## config.mk

```make
export PLATFORM = sky130hd
export DESIGN_NAME = uart_aes_stream_bridge_flat
export DESIGN_NICKNAME = d
export VERILOG_FILES = /design/src/rtl/uart_aes_stream_bridge_if.sv /design/src/rtl/uart_aes_stream_bridge.sv /design/src/flat_wrapper.sv
export SDC_FILE = /design/constraint.sdc
export NUM_CORES = 1
export LEC_CHECK = 0
export ABC_AREA = 1
export CAP_MARGIN = 20
export CORE_UTILIZATION = 48
export CTS_CLUSTER_DIAMETER = 30
export DETAILED_ROUTE_END_ITERATION = 6
export GPL_TIMING_DRIVEN = 0
export PLACE_DENSITY = 0.77
export SYNTH_ARGS = -nofsm -noshare
export SYNTH_HDL_FRONTEND = slang
export SYNTH_SLANG_ARGS = --single-unit
```

## constraint.sdc

```tcl
create_clock -name clk -period 6.1 [get_ports clk]
set_clock_uncertainty 0.1 [all_clocks]
set_input_delay 0.61 -clock clk [delete_from_list [all_inputs] [get_ports clk]]
set_output_delay 0.61 -clock clk [all_outputs]
set_load 0.02 [all_outputs]
```

## src/rtl/uart_aes_stream_bridge_if.sv

```systemverilog
// uart_aes_stream_bridge_if: UART byte stream and AES engine handshakes seen by the bridge.
// master = bridge side, slave = the uart_rx/uart_tx/AES-core side.
interface uart_aes_stream_bridge_if;
    logic [7:0]   rx_data;
    logic         rx_valid;
    logic [7:0]   tx_data;
    logic         tx_start;
    logic         tx_done;
    logic [127:0] eng_data_in;
    logic         eng_start;
    logic [127:0] eng_data_out;
    logic         eng_done;

    modport master (
        input  rx_data, rx_valid, tx_done, eng_data_out, eng_done,
        output tx_data, tx_start, eng_data_in, eng_start
    );

    modport slave (
        output rx_data, rx_valid, tx_done, eng_data_out, eng_done,
        input  tx_data, tx_start, eng_data_in, eng_start
    );
endinterface

```

## src/rtl/uart_aes_stream_bridge.sv

```systemverilog
// uart_aes_stream_bridge: streams UART bytes through a 128-bit AES engine, one block in flight.
// Optional engine watchdog: define ENG_TIMEOUT_EN to add the err port, timeout counter and S_ERR.
module uart_aes_stream_bridge #(
    parameter int NUM_BLOCKS  = 4096,
    parameter int CNT_W       = 13,
    parameter int ENG_TIMEOUT = 1024
) (
    input  logic                     clk,
    input  logic                     reset,
    uart_aes_stream_bridge_if.master bus,
    output logic                     busy,
    output logic                     done,
    output logic                     overrun,
`ifdef ENG_TIMEOUT_EN
    output logic                     err,
`endif
    output logic [CNT_W-1:0]         blk_cnt
);

    typedef enum logic [2:0] {
        S_IDLE,
        S_START,
        S_WAIT,
        S_TXLD,
        S_TXW,
        S_NEXT
`ifdef ENG_TIMEOUT_EN
        , S_ERR
`endif
    } state_t;

    localparam logic [CNT_W-1:0] LP_NUM_BLOCKS = CNT_W'(NUM_BLOCKS);

    state_t             r_state;
    state_t             w_state_nxt;
    logic [127:0]       r_in_buf;
    logic [3:0]         r_idx;
    logic               r_in_full;
    logic               r_overrun;
    logic [127:0]       r_eng_data_in;
    logic [127:0]       r_out_buf;
    logic [3:0]         r_ptr;
    logic [7:0]         r_tx_data;
    logic               r_tx_start;
    logic               r_eng_start;
    logic               r_done;
    logic [CNT_W-1:0]   r_blk_cnt;

    logic               w_consume;
    logic               w_rx_accept;
    logic               w_rx_drop;
    logic               w_eng_start_nxt;
    logic               w_cap_out;
    logic               w_tx_load;
    logic               w_ptr_inc;
    logic               w_blk_inc;
    logic               w_frame_end;

`ifdef ENG_TIMEOUT_EN
    localparam int               TMO_W       = $clog2(ENG_TIMEOUT + 1);
    localparam logic [TMO_W-1:0] LP_TMO_LAST = TMO_W'(ENG_TIMEOUT - 1);

    logic [TMO_W-1:0]   r_tmo_cnt;
    logic               r_err;
`endif

    // A byte arriving while the FSM empties the buffer is taken into slot 0 of the next block.
    assign w_consume   = (r_state == S_IDLE) && r_in_full;
    assign w_rx_accept = bus.rx_valid && (!r_in_full || w_consume);
    assign w_rx_drop   = bus.rx_valid && !w_rx_accept;

    always_comb begin
        // NOTE: every output of this block gets a default first so no path can infer a latch.
        w_state_nxt     = r_state;
        w_eng_start_nxt = 1'b0;
        w_cap_out       = 1'b0;
        w_tx_load       = 1'b0;
        w_ptr_inc       = 1'b0;
        w_blk_inc       = 1'b0;
        w_frame_end     = 1'b0;
        case (r_state)
            S_IDLE: begin
                if (r_in_full) begin
                    w_state_nxt = S_START;
                end
            end
            S_START: begin
                w_eng_start_nxt = 1'b1;
                w_state_nxt     = S_WAIT;
            end
            S_WAIT: begin
                if (bus.eng_done) begin
                    w_cap_out   = 1'b1;
                    w_state_nxt = S_TXLD;
                end
`ifdef ENG_TIMEOUT_EN
                else if (r_tmo_cnt == LP_TMO_LAST) begin
                    w_state_nxt = S_ERR;
                end
`endif
            end
            S_TXLD: begin
                w_tx_load   = 1'b1;
                w_state_nxt = S_TXW;
            end
            S_TXW: begin
                if (bus.tx_done) begin
                    if (r_ptr != 4'd15) begin
                        w_ptr_inc   = 1'b1;
                        w_state_nxt = S_TXLD;
                    end else begin
                        w_blk_inc   = 1'b1;
                        w_state_nxt = S_NEXT;
                    end
                end
            end
            S_NEXT: begin
                w_frame_end = (r_blk_cnt == LP_NUM_BLOCKS);
                w_state_nxt = S_IDLE;
            end
`ifdef ENG_TIMEOUT_EN
            S_ERR: begin
                w_state_nxt = S_ERR;
            end
`endif
            default: begin
                w_state_nxt = S_IDLE;
            end
        endcase
    end

    // NOTE: block buffers carry no reset; r_in_full and the FSM state say when their contents matter.
    always_ff @(posedge clk) begin
        if (w_rx_accept) begin
            r_in_buf[{r_idx, 3'b000} +: 8] <= bus.rx_data;
        end
        if (w_cap_out) begin
            r_out_buf <= bus.eng_data_out;
        end
    end

    always_ff @(posedge clk) begin
        if (reset) begin
            r_state       <= S_IDLE;
            r_idx         <= 4'd0;
            r_in_full     <= 1'b0;
            r_overrun     <= 1'b0;
            r_eng_data_in <= '0;
            r_ptr         <= 4'd0;
            r_tx_data     <= 8'd0;
            r_tx_start    <= 1'b0;
            r_eng_start   <= 1'b0;
            r_done        <= 1'b0;
            r_blk_cnt     <= '0;
        end else begin
            r_state     <= w_state_nxt;
            r_eng_start <= w_eng_start_nxt;
            r_tx_start  <= w_tx_load;
            r_done      <= w_frame_end;
            r_overrun   <= r_overrun | w_rx_drop;
            r_in_full   <= (w_rx_accept && (r_idx == 4'd15)) || (r_in_full && !w_consume);
            if (w_rx_accept) begin
                r_idx <= r_idx + 4'd1;
            end
            // NOTE: non-blocking assignment lets this copy see the buffer before this cycle's slot-0 write.
            if (w_consume) begin
                r_eng_data_in <= r_in_buf;
            end
            if (w_cap_out) begin
                r_ptr <= 4'd0;
            end else if (w_ptr_inc) begin
                r_ptr <= r_ptr + 4'd1;
            end
            if (w_tx_load) begin
                r_tx_data <= r_out_buf[{r_ptr, 3'b000} +: 8];
            end
            if (w_frame_end) begin
                r_blk_cnt <= '0;
            end else if (w_blk_inc) begin
                r_blk_cnt <= r_blk_cnt + 1'b1;
            end
        end
    end

`ifdef ENG_TIMEOUT_EN
    always_ff @(posedge clk) begin
        if (reset) begin
            r_tmo_cnt <= '0;
            r_err     <= 1'b0;
        end else begin
            if (r_state == S_WAIT) begin
                r_tmo_cnt <= r_tmo_cnt + 1'b1;
            end else begin
                r_tmo_cnt <= '0;
            end
            if (w_state_nxt == S_ERR) begin
                r_err <= 1'b1;
            end
        end
    end

    assign err = r_err;
`endif

    assign busy            = (r_state != S_IDLE);
    assign done            = r_done;
    assign overrun         = r_overrun;
    assign blk_cnt         = r_blk_cnt;
    assign bus.tx_data     = r_tx_data;
    assign bus.tx_start    = r_tx_start;
    assign bus.eng_data_in = r_eng_data_in;
    assign bus.eng_start   = r_eng_start;

endmodule
```

## src/flat_wrapper.sv

```systemverilog
// flat-port wrapper written by rule: the top's interface ports become plain ports
module uart_aes_stream_bridge_flat 
#(
    parameter int NUM_BLOCKS  = 4096,
    parameter int CNT_W       = 13,
    parameter int ENG_TIMEOUT = 1024
)
  (clk, reset, busy, done, overrun, blk_cnt, bus_rx_data, bus_rx_valid, bus_tx_done, bus_eng_data_out, bus_eng_done, bus_tx_data, bus_tx_start, bus_eng_data_in, bus_eng_start);
  uart_aes_stream_bridge_if bus_i ();
  input  logic clk;
  input  logic reset;
  output logic busy;
  output logic done;
  output logic overrun;
  output logic [CNT_W-1:0] blk_cnt;
  input wire logic [$bits(bus_i.rx_data)-1:0] bus_rx_data;
  input wire logic [$bits(bus_i.rx_valid)-1:0] bus_rx_valid;
  input wire logic [$bits(bus_i.tx_done)-1:0] bus_tx_done;
  input wire logic [$bits(bus_i.eng_data_out)-1:0] bus_eng_data_out;
  input wire logic [$bits(bus_i.eng_done)-1:0] bus_eng_done;
  output wire logic [$bits(bus_i.tx_data)-1:0] bus_tx_data;
  output wire logic [$bits(bus_i.tx_start)-1:0] bus_tx_start;
  output wire logic [$bits(bus_i.eng_data_in)-1:0] bus_eng_data_in;
  output wire logic [$bits(bus_i.eng_start)-1:0] bus_eng_start;
  assign bus_i.rx_data = bus_rx_data;
  assign bus_i.rx_valid = bus_rx_valid;
  assign bus_i.tx_done = bus_tx_done;
  assign bus_i.eng_data_out = bus_eng_data_out;
  assign bus_i.eng_done = bus_eng_done;
  assign bus_tx_data = bus_i.tx_data;
  assign bus_tx_start = bus_i.tx_start;
  assign bus_eng_data_in = bus_i.eng_data_in;
  assign bus_eng_start = bus_i.eng_start;
  uart_aes_stream_bridge #(.NUM_BLOCKS(NUM_BLOCKS), .CNT_W(CNT_W), .ENG_TIMEOUT(ENG_TIMEOUT)) u_core (.clk(clk), .reset(reset), .bus(bus_i), .busy(busy), .done(done), .overrun(overrun), .blk_cnt(blk_cnt));
endmodule
```

==> results.yml, run 1 <==
synth:
  yosysSeqAreaShare_pct: 66.14
  ys_warn_count: 0
  ys.flop_type: "edfxtp_1"
  synth.ff_latch_count: 421
  synth_cell_type_count: 32
  synth_nets: 1861
  syn_inst: 1713
  async_flop_share_pct: 0
  synth_edf_count: 256
  yosys.area.top_type_share_pct: 46.27
  synthTopCellsByArea: "edfxtp_1 46%, dfxtp_1 20%, nand2_1 6.8%"
  synth_area_leader_cell: "edfxtp_1"
  syn_area_per_cell_um2: 9.700
  syn_area_um2: 16620
routing:
  wl_um: 46910
  drt_iter0_drc: 1184
  wl_per_cell_um: 18.03
  first_pass_iters: 6
  drc_errors: 0
  via_per_inst: 5.235
  ant_nets: 0
  vias: 13620
clocking:
  postCtsSetupBuffers: 0
  post_cts_resized: 0
  numCtsBuffers: 74
  root_buffer: "clkbuf_16"
  cts.sinks: 421
  htreeDepth: 3
  cts_tree: "done"
  clock_path_buffers: 3
  clk_latency_ps: 580
  clkTransAtPathRegs_ps: 50
  cts_hold_buf: 0
timing:
  fmax_mhz: 314.6
  worst_hold_slack_ps: 342.9
  relSlewSlack_pct: 24.76
  setup_viol: 0
  min_period_over_period_pct: 52.11
  fin_crit_ps: 3179
  rsz0062_at_grt: "false"
  worst_pin_slew_ps: 1120
  hold_viol: 0
  maxSlewViolCount: 0
  tns_ps: 0
finish:
  regArea_um2: 10990
  fillers: 2434
  fin_nets: 2240
  multi_input_area_um2: 4254
  drive_gt1_share_pct: 7.850
  diodes: 0
  syn_to_final_growth_pct: 37.08
die:
  die_w_um: 188.1
  fp.dieH_um: 188.1
  pin_count: 295
  num_rows: 67
  core_um2: 33780
  die_area_um2: 35360
  initial_core_util_pct: 49.18
setup_path:
  crit_path_top_delay_cell: "nor3_1"
  endpoint_kind: "register"
  start_kind: "register"
  crit_path_max_incr_delay_ps: 820
  critPathMaxFanout: 10
  crit_arrival_ps: 3250
  cp.buffers_inverters: 4
  cp_top_family: "simple AND/OR/NAND/NOR gates"
  worstPathCellList: "buf_2 -> inv_1 -> ha_1 -> xor2_2 -> inv_1 -> nor2_2 -> inv_1 -> nor3_1"
  critPathKind: "reg2reg"
  crit_required_ps: 6180
  path_common_cell: "inv_1"
power_and_ir_drop:
  worst_ir_drop_vdd_mv: 0.2534
  finalPower_mw: 7.471
  p_leak_nw: 8.485
  pwr_density_cell_nw_per_um2: 328.0
global_routing:
  grt_start_max_net_pins: 36
  grt_pass1_vias: 13420
  grt_usage_pct: 26.45
  grt-ovfl-total: 0
  grt_pass1_wl_um: 71790
  grt_antenna_before_repair: 4
status:
  status: "completed"
placement:
  gp_congestion: 0.9457
  io_buffers: 293
  hpwl_um: 32730
worst_hold_path:
  hold_path_class: "reg2reg"
run:
  maxCapViolations: 0
registers in the layout, indices dropped and copies added (netlist names), 3 cells and up:
name and cells:
u_core.bus.eng_data_in 128, u_core.r_in_buf 128, u_core.r_out_buf 128, u_core.blk_cnt 13, u_core.bus.tx_data 8, u_core.r_idx 4
u_core.r_ptr 4, u_core.r_state 3
power by group:
group	internal, mW	total (mW)	switching (mW)
Sequential	3.02	3.03	0.00419
Clock	2.72	4.15	1.43
Combinational	0.117	0.292	0.175
Total	5.86	7.47	1.61
worst reg2reg max path: stages (launching register included):
cell,delay (ps)
dfxtp_1,400
buf_2,260
inv_1,120
ha_1,260
xor2_2,270
inv_1,110
nor2_2,330
inv_1,110
nor3_1,820
layout by cell type, fill, tap and decap left out, types with 6 or more instances in the layout:
cell	Yosys	layout
nand2_1	301	301
inv_1	264	264
ha_1	7	7
a21oi_1	148	148
dfxtp_1	165	165
bufinv_16	0	8
clkinv_4	0	7
inv_6	0	6
nor2_1	157	156
o21ai_0	138	138
edfxtp_1	256	256
clkinv_1	2	8
clkdlybuf4s50_1	0	293
nand4_1	7	7
nand3_1	123	123
clkinv_2	0	8
buf_1	14	14
nor3_1	30	30
clkbuf_16	0	78
buf_2	21	25
clkbuf_1	54	63
stage by stage:
step / setup slack, ps / cell area [um2] / std cells / utilization (%)
detailed placement: 2744 / 20210 / 2460 / 59.82
global route: 2707 / 22780 / 2601 / 67.42
floorplan: 1556 / 16620 / 1713 / -
global placement: -29.58 / 20110 / 2454 / 59.53
finish: 2921 / 22780 / 2601 / 67.42
CTS: 2859 / 22760 / 2597 / 67.36
layer usage:
layer / global-route usage [%] / vias to the layer above / routed length (um)
li1: - / 6384 / -
met1: 30.72 / 6316 / 17310
met2: 44.64 / 744 / 22790
met3: 6.307 / 167 / 4182
met4: 15.32 / 6 / 2587
met5: 0 / - / 36
layout make-up:
| type | count | area share (%) |
|---|---|---|
| Clock buffer | 89 | 8.839 |
| Multi-Input combinational cell | 933 | 18.68 |
| Sequential cell | 421 | 48.25 |
| Clock inverter | 48 | 2.340 |
| Buffer | 91 | 1.664 |
| Timing Repair Buffer | 303 | 13.35 |
| Inverter | 268 | 4.417 |
| Tap cell | 448 | 2.461 |
cell usage after synthesis (2+ instances only):
cell	n
nand2_1	301
inv_1	264
edfxtp_1	256
dfxtp_1	165
nor2_1	157
a21oi_1	148
o21ai_0	138
nand3_1	123
clkbuf_1	54
nor3_1	30
buf_2	21
buf_1	14
ha_1	7
nand4_1	7
nor4_1	6
xor2_1	3
clkinv_1	2
inv_2	2
nor2_2	2
logic make-up after synthesis:
kind of cell	after synthesis	share of synthesized area, %
and+or+nand+nor	633	15.90
DFF	421	66.14
AOI/OAI and AO/OA	289	8.833
adders and majority gates	7	0.5271
xor gates and xnor gates	4	0.2561
buffers and inverters	359	8.336
path summary, 6_finish.rpt:
path	startpoint	end	slack, ps	depth (start not counted)
setup / recovery	u_core.r_idx[0]	u_core.r_in_buf[119]	2920	8
hold / removal	u_core.bus.eng_data_in[21]	u_core.bus.eng_data_in[21]	340	2
setup reg to reg	u_core.r_idx[0]	u_core.r_in_buf[119]	2920	8
hold reg to reg	u_core.bus.eng_data_in[21]	u_core.bus.eng_data_in[21]	340	2
Power figures use the tool's default switching activity.
==> inputs of run 2 (changes only) <==
--- a/config.mk
+++ b/config.mk
@@ -7,11 +7,11 @@
 export LEC_CHECK = 0
 export ABC_AREA = 1
 export CAP_MARGIN = 20
-export CORE_UTILIZATION = 48
+export CORE_UTILIZATION = 53
 export CTS_CLUSTER_DIAMETER = 30
 export DETAILED_ROUTE_END_ITERATION = 6
 export GPL_TIMING_DRIVEN = 0
-export PLACE_DENSITY = 0.77
+export PLACE_DENSITY = 0.8
 export SYNTH_ARGS = -nofsm -noshare
 export SYNTH_HDL_FRONTEND = slang
 export SYNTH_SLANG_ARGS = --single-unit
==> constraint.sdc (replaced) <==
create_clock -name clk -period 3.3 [get_ports clk]
set_clock_uncertainty 0.1 [all_clocks]
set_input_delay 0.33 -clock clk [delete_from_list [all_inputs] [get_ports clk]]
set_output_delay 0.33 -clock clk [all_outputs]
set_load 0.02 [all_outputs]
==> run 2 against run 1 <==
  * Sequential share of layout area hardly changed
  * Worst setup slack got worse by 2600 ps
  * Global-route usage increased by 4.2 points
  * The flow now finishes with violations (DRC)
  * Fmax rose by 6.8%
  * Register-to-register slack worse by 2600 ps
  * Combinational power increased by 88%
  * Flip-flop and latch count unchanged
  * Non-clock buffer count is 2 higher
  * Via count grew 0.82%
  * Die area down 9.3%
==> results.yml, run 2 (synthesized netlist as in run 1, its figures left out) <==
setup_path:
  critPathKind: "reg2reg"
  crit_arrival_ps: 3060
  critPathMaxFanout: 10
  start_kind: "register"
  crit_required_ps: 3390
  ff2ff_setup_slack_ps: 320
  endpoint_kind: "register"
clocking:
  clk_latency_ps: 570
  numCtsBuffers: 75
  clock_path_buffers: 3
  htreeDepth: 3
  postCtsSetupBuffers: 0
  cts_tree: "done"
  root_buffer: "clkbuf_16"
  clkTransAtPathRegs_ps: 50
  cts.sinks: 421
finish:
  drive_gt1_share_pct: 7.746
  layout_common_cells: "301 x nand2_1, 293 x clkdlybuf4s50_1, 264 x inv_1, 256 x edfxtp_1, 165 x dfxtp_1"
  layout_commonest_cell: "nand2_1"
  syn_to_final_growth_pct: 37.19
  fin_cells: 2553
  regArea_um2: 10990
  utilization_pct: 74.13
  multi_input_area_um2: 4265
  fillers: 1992
  fin_nets: 2243
status:
  status: "complete, but fails checks"
  violations: "DRC"
placement:
  placed_cells: 2408
  place_ws_ps: 98.63
  io_buffers: 293
  gp_congestion: 0.9125
  hpwl_um: 33340
routing:
  via_per_inst: 5.378
  drt_iter0_drc: 1368
  vias: 13730
  ant_nets: 0
  wl_um: 48470
  drc_errors: 36
  wl_per_cell_um: 18.99
  first_pass_iters: 7
global_routing:
  grt_usage_pct: 30.64
  grt_start_max_net_pins: 34
  grt_pass1_wl_um: 73280
  grt_pass1_vias: 13910
  grt-ovfl-total: 0
  grt_antenna_before_repair: 1
timing:
  worst_slack_ps: 323.9
  worst_pin_slew_ps: 944.8
  setup_viol: 0
  relSlewSlack_pct: 36.49
  min_period_over_period_pct: 90.18
  rsz0062_at_grt: "false"
  tns_ps: 0
  maxSlewViolCount: 0
  hold_viol: 0
  fmax_mhz: 336.0
  worst_hold_slack_ps: 142.3
  fin_crit_ps: 2976
run:
  maxCapViolations: 0
power_and_ir_drop:
  worst_ir_drop_vdd_mv: 0.4280
  pwr_density_cell_nw_per_um2: 610.2
  p_leak_nw: 8.495
die:
  core_um2: 30750
  die_area_um2: 32060
  pin_count: 295
  num_rows: 64
  die_w_um: 179.1
  fp.dieH_um: 179.1
  initial_core_util_pct: 54.04
worst_hold_path:
  hold_path_class: "in2reg"
## run 2: metrics by stage
stage / power [mW] / area (um2)
6_report: 13.91 / 22800
5_1_grt: 14.24 / 22800
4_1_cts: 13.93 / 22750
3_5_place_dp: 6.223 / 20170
3_3_place_gp: 6.213 / 20050
2_1_floorplan: 5.922 / 16620
## run 2: layout make-up
| class | instances | share of cell area (%) |
|---|---|---|
| Tap cell | 396 | 2.174 |
| Multi-Input combinational cell | 933 | 18.71 |
| Buffer | 91 | 1.663 |
| Clock buffer | 93 | 8.804 |
| Clock inverter | 45 | 2.497 |
| Antenna cell | 1 | 0.01098 |
| Inverter | 268 | 4.413 |
| Timing Repair Buffer | 305 | 13.51 |
| Sequential cell | 421 | 48.21 |
## run 2: repair_timing
item | in CTS | in global routing
hold buffers | 0 | 0
setup endpoints to repair | 0 | 8
gates resized for setup | 0 | 1
## run 2: routing by layer
layer / GRT usage, % / share of wire [%]
met3: 7.952 / 8.8
met5: 0 / 0
met4: 15.01 / 4.5
met1: 35.11 / 37
met2: 52.99 / 49
## run 2: path summary, 6_finish.rpt
| kind | cells past startpoint | endpoint | startpoint |
|---|---|---|---|
| setup / recovery | 7 | u_core.r_in_buf[65] | u_core.r_idx[0] |
| hold / removal | 4 | u_core.bus.tx_data[3] | reset |
| setup reg to reg | 7 | u_core.r_in_buf[65] | u_core.r_idx[0] |
| hold reg to reg | 2 | u_core.bus.eng_data_in[30] | u_core.bus.eng_data_in[30] |
## run 2: power by group
group / total, mW / leakage (nW) / switching (mW) / internal, mW
logic: 0.549 / 3.59 / 0.332 / 0.217
clock network: 7.77 / 1.23 / 2.63 / 5.14
registers: 5.59 / 3.68 / 0.00701 / 5.59
## run 2: worst max-delay path, cell delays in order (launching register included)
cell	delay (ps)
dfxtp_1	380
buf_2	250
inv_1	120
ha_1	250
xor2_2	290
buf_2	300
nand4_2	290
nor2_1	600
==> inputs of run 3 (changes only) <==
--- a/config.mk
+++ b/config.mk
@@ -10,6 +10,7 @@
 export CORE_UTILIZATION = 53
 export CTS_CLUSTER_DIAMETER = 30
 export DETAILED_ROUTE_END_ITERATION = 6
+export GPL_ROUTABILITY_DRIVEN = 0
 export GPL_TIMING_DRIVEN = 0
 export PLACE_DENSITY = 0.8
 export SYNTH_ARGS = -nofsm -noshare
==> run 3 against run 2 <==
  * The flow still finishes with violations (DRC)
  * Hold slack gained 27 ps
  * Flip-flop and latch count did not move
  * Fmax down 2.9%
  * Die area unchanged
  * Worst setup slack worse by 89 ps
  * Count of clock-buffer cells in the layout fell by 12
  * Wire length is 1.8% lower
  * Cell count hardly changed
  * Utilization is 0.39 points lower
  * Power down 2.2%
  * Sequential share of layout area grew 0.26 points
  * Critical path depth is the same
  * Critical path type unchanged
  * Critical endpoint is now u_core.r_in_buf[68]
==> results.yml, run 3 (synthesized netlist as in run 1, its figures left out) <==
clocking:
  cts_hold_buf: 0
  cts_tree: "done"
  clk_latency_ps: 570
  postCtsSetupBuffers: 0
  cts.sinks: 421
  clock_path_buffers: 3
  clkTransAtPathRegs_ps: 60
  htreeDepth: 3
  numCtsBuffers: 74
  root_buffer: "clkbuf_16"
worst_hold_path:
  hold_depth: 4
  hold_path_class: "in2reg"
  min_from: "reset"
  whs_endpoint: "u_core.bus.tx_data[1]"
timing:
  rsz0062_at_grt: "false"
  relSlewSlack_pct: 25.87
  min_period_over_period_pct: 92.88
  fmax_mhz: 326.3
  worst_slack_ps: 235.0
  setup_viol: 0
  hold_viol: 0
  fin_crit_ps: 3065
  maxSlewViolCount: 0
  worst_pin_slew_ps: 1103
setup_path:
  crit_path_top_delay_cell: "nor2_1"
  start_kind: "register"
  crit_path_max_incr_delay_ps: 650
  critPathMaxFanout: 10
  critPathKind: "reg2reg"
  endpoint_kind: "register"
  worstPathCellList: "buf_2 -> inv_1 -> ha_1 -> xor2_2 -> buf_2 -> nand4_2 -> nor2_1"
  crit_arrival_ps: 3150
  crit_required_ps: 3380
  ff2ff_setup_slack_ps: 240
  rr_startpoint: "u_core.r_idx[0]"
  r2r-end: "u_core.r_in_buf[68]"
  path_common_cell: "buf_2"
  worst_r2r_path_depth: 7
status:
  violations: "DRC"
  status: "complete, but fails checks"
die:
  pin_count: 295
  core_um2: 30750
  num_rows: 64
  die_area_um2: 32060
  fp.dieH_um: 179.1
  die_w_um: 179.1
  initial_core_util_pct: 54.04
routing:
  ant_nets: 0
  wl_um: 47610
  drc_errors: 36
  first_pass_iters: 7
  drt_iter0_drc: 1421
  via_per_inst: 5.461
  wl_per_cell_um: 18.66
  vias: 13930
finish:
  layout_common_cells: "301 x nand2_1, 293 x clkdlybuf4s50_1, 264 x inv_1, 256 x edfxtp_1, 165 x dfxtp_1"
  regArea_um2: 10990
  fillers: 1990
  stdcell_area_um2: 22680
  fin_cells: 2551
  syn_to_final_growth_pct: 36.47
  drive_gt1_share_pct: 8.175
  multi_input_area_um2: 4265
  layout_commonest_cell: "nand2_1"
  fin_nets: 2240
global_routing:
  grt_start_max_net_pins: 33
  grt-ovfl-total: 0
  grt_pass1_vias: 13860
  grt_antenna_before_repair: 2
  grt_pass1_wl_um: 72640
  grt_usage_pct: 30.11
power_and_ir_drop:
  worst_ir_drop_vdd_mv: 0.3922
  p_leak_nw: 8.465
  pwr_density_cell_nw_per_um2: 600.0
placement:
  dpl_cell_area_um2: 20170
  place_ws_ps: 169.0
  hpwl_um: 32560
  io_buffers: 293
  placed_cells: 2408
run:
  maxCapViolations: 0
[run 3: cell types whose count changed in the layout (fill, tap and decap cells not counted), sizes merged]
cell and change:
bufinv -6, clkdlybuf4s18 -1, diode +1, clkbuf -13
clkinv +1, inv +18, clkinvlp -2
[run 3: per-stage QoR]
stage | power, mW | hold WS [ps] | setup TNS [ps] | util (%)
4_1_cts | 13.60 | 145.6 | 0 | 73.63
2_1_floorplan | 5.922 | 328.9 | 0 | -
6_report | 13.60 | 169.0 | 0 | 73.74
3_3_place_gp | 6.199 | 333.5 | -74880 | 65.21
5_1_grt | 13.91 | 197.3 | 0 | 73.74
3_5_place_dp | 6.212 | 337.1 | 0 | 65.59
[run 3: critical path, delay by kind of cell (launching register included)]
family,cells,cell delay (ps)
adders and majority gates,1,250
buffers and inverters,3,660
and+or+nand+nor,2,940
xor gates and xnor gates,1,300
DFF,1,420
[run 3: final cells by class]
type,count,share of cell area [%]
inverter,268,4.436
timing repair buffer,303,13.51
tap,396,2.185
clock buffer,81,8.509
antenna,2,0.02207
sequential,421,48.47
multi-input combinational,933,18.81
buffer,91,1.672
clock inverter,56,2.389
[run 3: per-layer routing]
metal / GRT usage, % / vias up / routed length (um)
li1: - / 6395 / -
met1: 35.27 / 6436 / 17140
met2: 50.69 / 896 / 22770
met3: 6.934 / 203 / 4954
met4: 17.34 / 0 / 2742
met5: 0 / - / 0
[run 3: how the worst max path moves through the flow]
stage	startpoint	to	slack, ps	cells after the start
after global placement	bus_eng_done	u_core.r_out_buf[17]	-590	3
after CTS	u_core.r_idx[0]	u_core.r_in_buf[82]	170	8
after floorplan	u_core.r_state[2]	u_core.r_out_buf[0]	260	3
after detailed placement	u_core.r_idx[0]	u_core.r_in_buf[85]	170	8
after global routing	u_core.r_idx[0]	u_core.r_in_buf[68]	80	7
final	u_core.r_idx[0]	u_core.r_in_buf[68]	240	7
[run 3: report_power, final]
part	total, mW	switching, mW	internal [mW]
sequential	5.59	0.00833	5.58
clock	7.47	2.82	4.66
combinational	0.541	0.324	0.217
total	13.6	3.15	10.5
[run 3: timing repair]
item | 4_1_cts | 5_1_grt
endpoints found under the setup margin | 0 | 8
endpoints found under the hold margin | 0 | 0
gates resized for setup | 0 | 1
==> RTL edit, RTL diff (settings of run 1) <==
`CNT_W` is set to 13 in 2 places; all go to 26.
--- a/src/rtl/uart_aes_stream_bridge.sv
+++ b/src/rtl/uart_aes_stream_bridge.sv
@@ -2,7 +2,7 @@
 // Optional engine watchdog: define ENG_TIMEOUT_EN to add the err port, timeout counter and S_ERR.
 module uart_aes_stream_bridge #(
     parameter int NUM_BLOCKS  = 4096,
-    parameter int CNT_W       = 13,
+    parameter int CNT_W       = 26,
     parameter int ENG_TIMEOUT = 1024
 ) (
     input  logic                     clk,
--- a/src/flat_wrapper.sv
+++ b/src/flat_wrapper.sv
@@ -2,7 +2,7 @@
 module uart_aes_stream_bridge_flat 
 #(
     parameter int NUM_BLOCKS  = 4096,
-    parameter int CNT_W       = 13,
+    parameter int CNT_W       = 26,
     parameter int ENG_TIMEOUT = 1024
 )
   (clk, reset, busy, done, overrun, blk_cnt, bus_rx_data, bus_rx_valid, bus_tx_done, bus_eng_data_out, bus_eng_done, bus_tx_data, bus_tx_start, bus_eng_data_in, bus_eng_start);
Ports: changed (resized blk_cnt); port bits go from 295 to 308. The function was not compared with the original's and may differ.
==> RTL edit against run 1 <==
- total power rose by 5.8%
- wire length rose by 6.7%
- highest routed layer is now met4
- area after synthesis up 4.2%
- worst setup slack better by 220 ps
- largest cell class unchanged
- sequential cell count up 13
- worst hold slack better by 0.56 ps
- design area grew 4.7%
==> RTL edit: results (changes against run 1) <==
[outcome]
status = finished, final reports clean

[routing]
firstDrtPassIters = 5  ; -1
avgViaCountPerCell = 5.304  ; +1.3%
drt-initial-drc-count = 1304  ; +10%
wire_per_inst_um = 18.74  ; +3.9%

[logic_synthesis]
synthTopCellsByArea = edfxtp_1 44%, dfxtp_1 21%, nor2_1 5.5%, o21ai_0 5.3%, inv_1 4.9%
post_synth.cell_area_avg_um2 = 9.920  ; +2.3%
ys.warnings.count = 0  ; unchanged
synth_edf_count = 256  ; unchanged
synth_nets = 1894  ; +1.8%
synth_cell_type_count = 32  ; unchanged
yosysSeqAreaShare = 0.6496  ; -0.01188
synthTopCellsByCount = 256 x edfxtp_1, 252 x nor2_1, 224 x inv_1
synthArstFlopShare = 0  ; unchanged

[global_routing]
overflow = 0  ; unchanged
first_global_vias = 13830  ; +3.0%
track_usage = 0.2729  ; +0.008341
antenna_found_initial = 2  ; -2
grt_max_degree = 40  ; +11%
grt_pass1_wl_um = 75210  ; +4.8%

[power_and_ir_drop]
peakVddDrop_v = 0.0002667  ; +5.3%
p_per_area_mw_per_mm2 = 331.5  ; +1.1%
p_leak_nw = 8.256  ; -2.7%
intPower_mw = 6.200  ; +5.8%

[finish]
nNetsFinal = 2290  ; +2.2%
final_layout_size_suffix_gt1_frac = 0.1137  ; +0.03518
fillers = 2592  ; +6.5%
layout.cells.non_filler = 2671  ; +2.7%

[clock_network]
h-tree-depth = 3  ; unchanged
cts_tree = yes
clock-root-buffer = clkbuf_16
clk_path_buf_depth = 3  ; unchanged
cts_setup_buffers = 0  ; unchanged
clk_latency_ps = 590
cts_resized = 0  ; unchanged
clk_pin_slew_ps = 50  ; about the same
numCtsBuffers = 79  ; +6.8%

[worst_hold_path]
holdCritPathClass = flop to flop

[place]
dpl_cell_area_mm2 = 0.02103  ; +4.0%
dpl.cell_count = 2516  ; +2.3%
dp_hpwl_um = 35560  ; +8.6%
routabilityCongestion = 0.9377  ; -0.85%
portBuffers = 306  ; +4.4%

[worst_setup_path]
crit_fanout = 10  ; unchanged
reg2reg_slack_ps = 3140  ; +220 ps
critPathArrivalTime_ps = 3150  ; -100 ps

[timing]
relSlewSlack = 0.3242  ; +0.07660

[RTL edit: metrics by stage]
stage / worst slack [ps] / hold WS (ps)
finish: 3141 / 343.5
global placement: -48.07 / 333.2
global route: 2882 / 355.7
CTS: 2944 / 346.2
floorplan: 1556 / 393.7
detailed placement: 2947 / 337.9
[RTL edit: final timing paths]
check | from | end | depth (start not counted)
worst max-delay path | u_core.r_idx[0] | u_core.r_in_buf[86] | 10
worst min-delay path | u_core.bus.eng_data_in[58] | u_core.bus.eng_data_in[58] | 2
worst max register to register | u_core.r_idx[0] | u_core.r_in_buf[86] | 10
worst min register to register | u_core.bus.eng_data_in[58] | u_core.bus.eng_data_in[58] | 2
[RTL edit: power groups by stage]
stage	logic, mW	clock network [mW]	registers, mW
3_3_place_gp	0.292	0	3.17
3_5_place_dp	0.296	0	3.17
2_1_floorplan	0.138	0	3.17
6_report	0.304	4.48	3.12
5_1_grt	0.323	4.66	3.11
4_1_cts	0.298	4.52	3.12
[RTL edit: layer usage]
metal	vias to the layer above	part of all wire	track usage
li1	6634	-	-
met1	6675	0.39	0.3345
met2	721	0.47	0.4378
met3	136	0.091	0.07053
met4	0	0.046	0.1532
met5	-	0	0
[RTL edit: final cells by class]
class,count,share of cell area
Antenna cell,2,0.0002099
Buffer,90,0.01915
Clock buffer,99,0.09392
Clock inverter,48,0.02246
Inverter,240,0.03778
Multi-Input combinational cell,982,0.1979
Sequential cell,434,0.4718
Tap cell,461,0.02419
Timing Repair Buffer,315,0.1325
[RTL edit: logic make-up after synthesis]
kind of cell | synth area share
AOI/OAI and AO/OA | 0.1032
xor gates and xnor gates | 0.005057
adders and majority gates | 0.005056
buffers and inverters | 0.07838
DFF | 0.6496
and+or+nand+nor | 0.1588
[RTL edit: worst max-delay path: stages (launching register included)]
cell and delay [ps]:
dfxtp_1 410, buf_4 200, inv_2 70, ha_1 300, clkinv_1 220, nor2_1 270
inv_1 110, nor2_4 170, inv_2 100, nor3_1 420, clkbuf_2 280
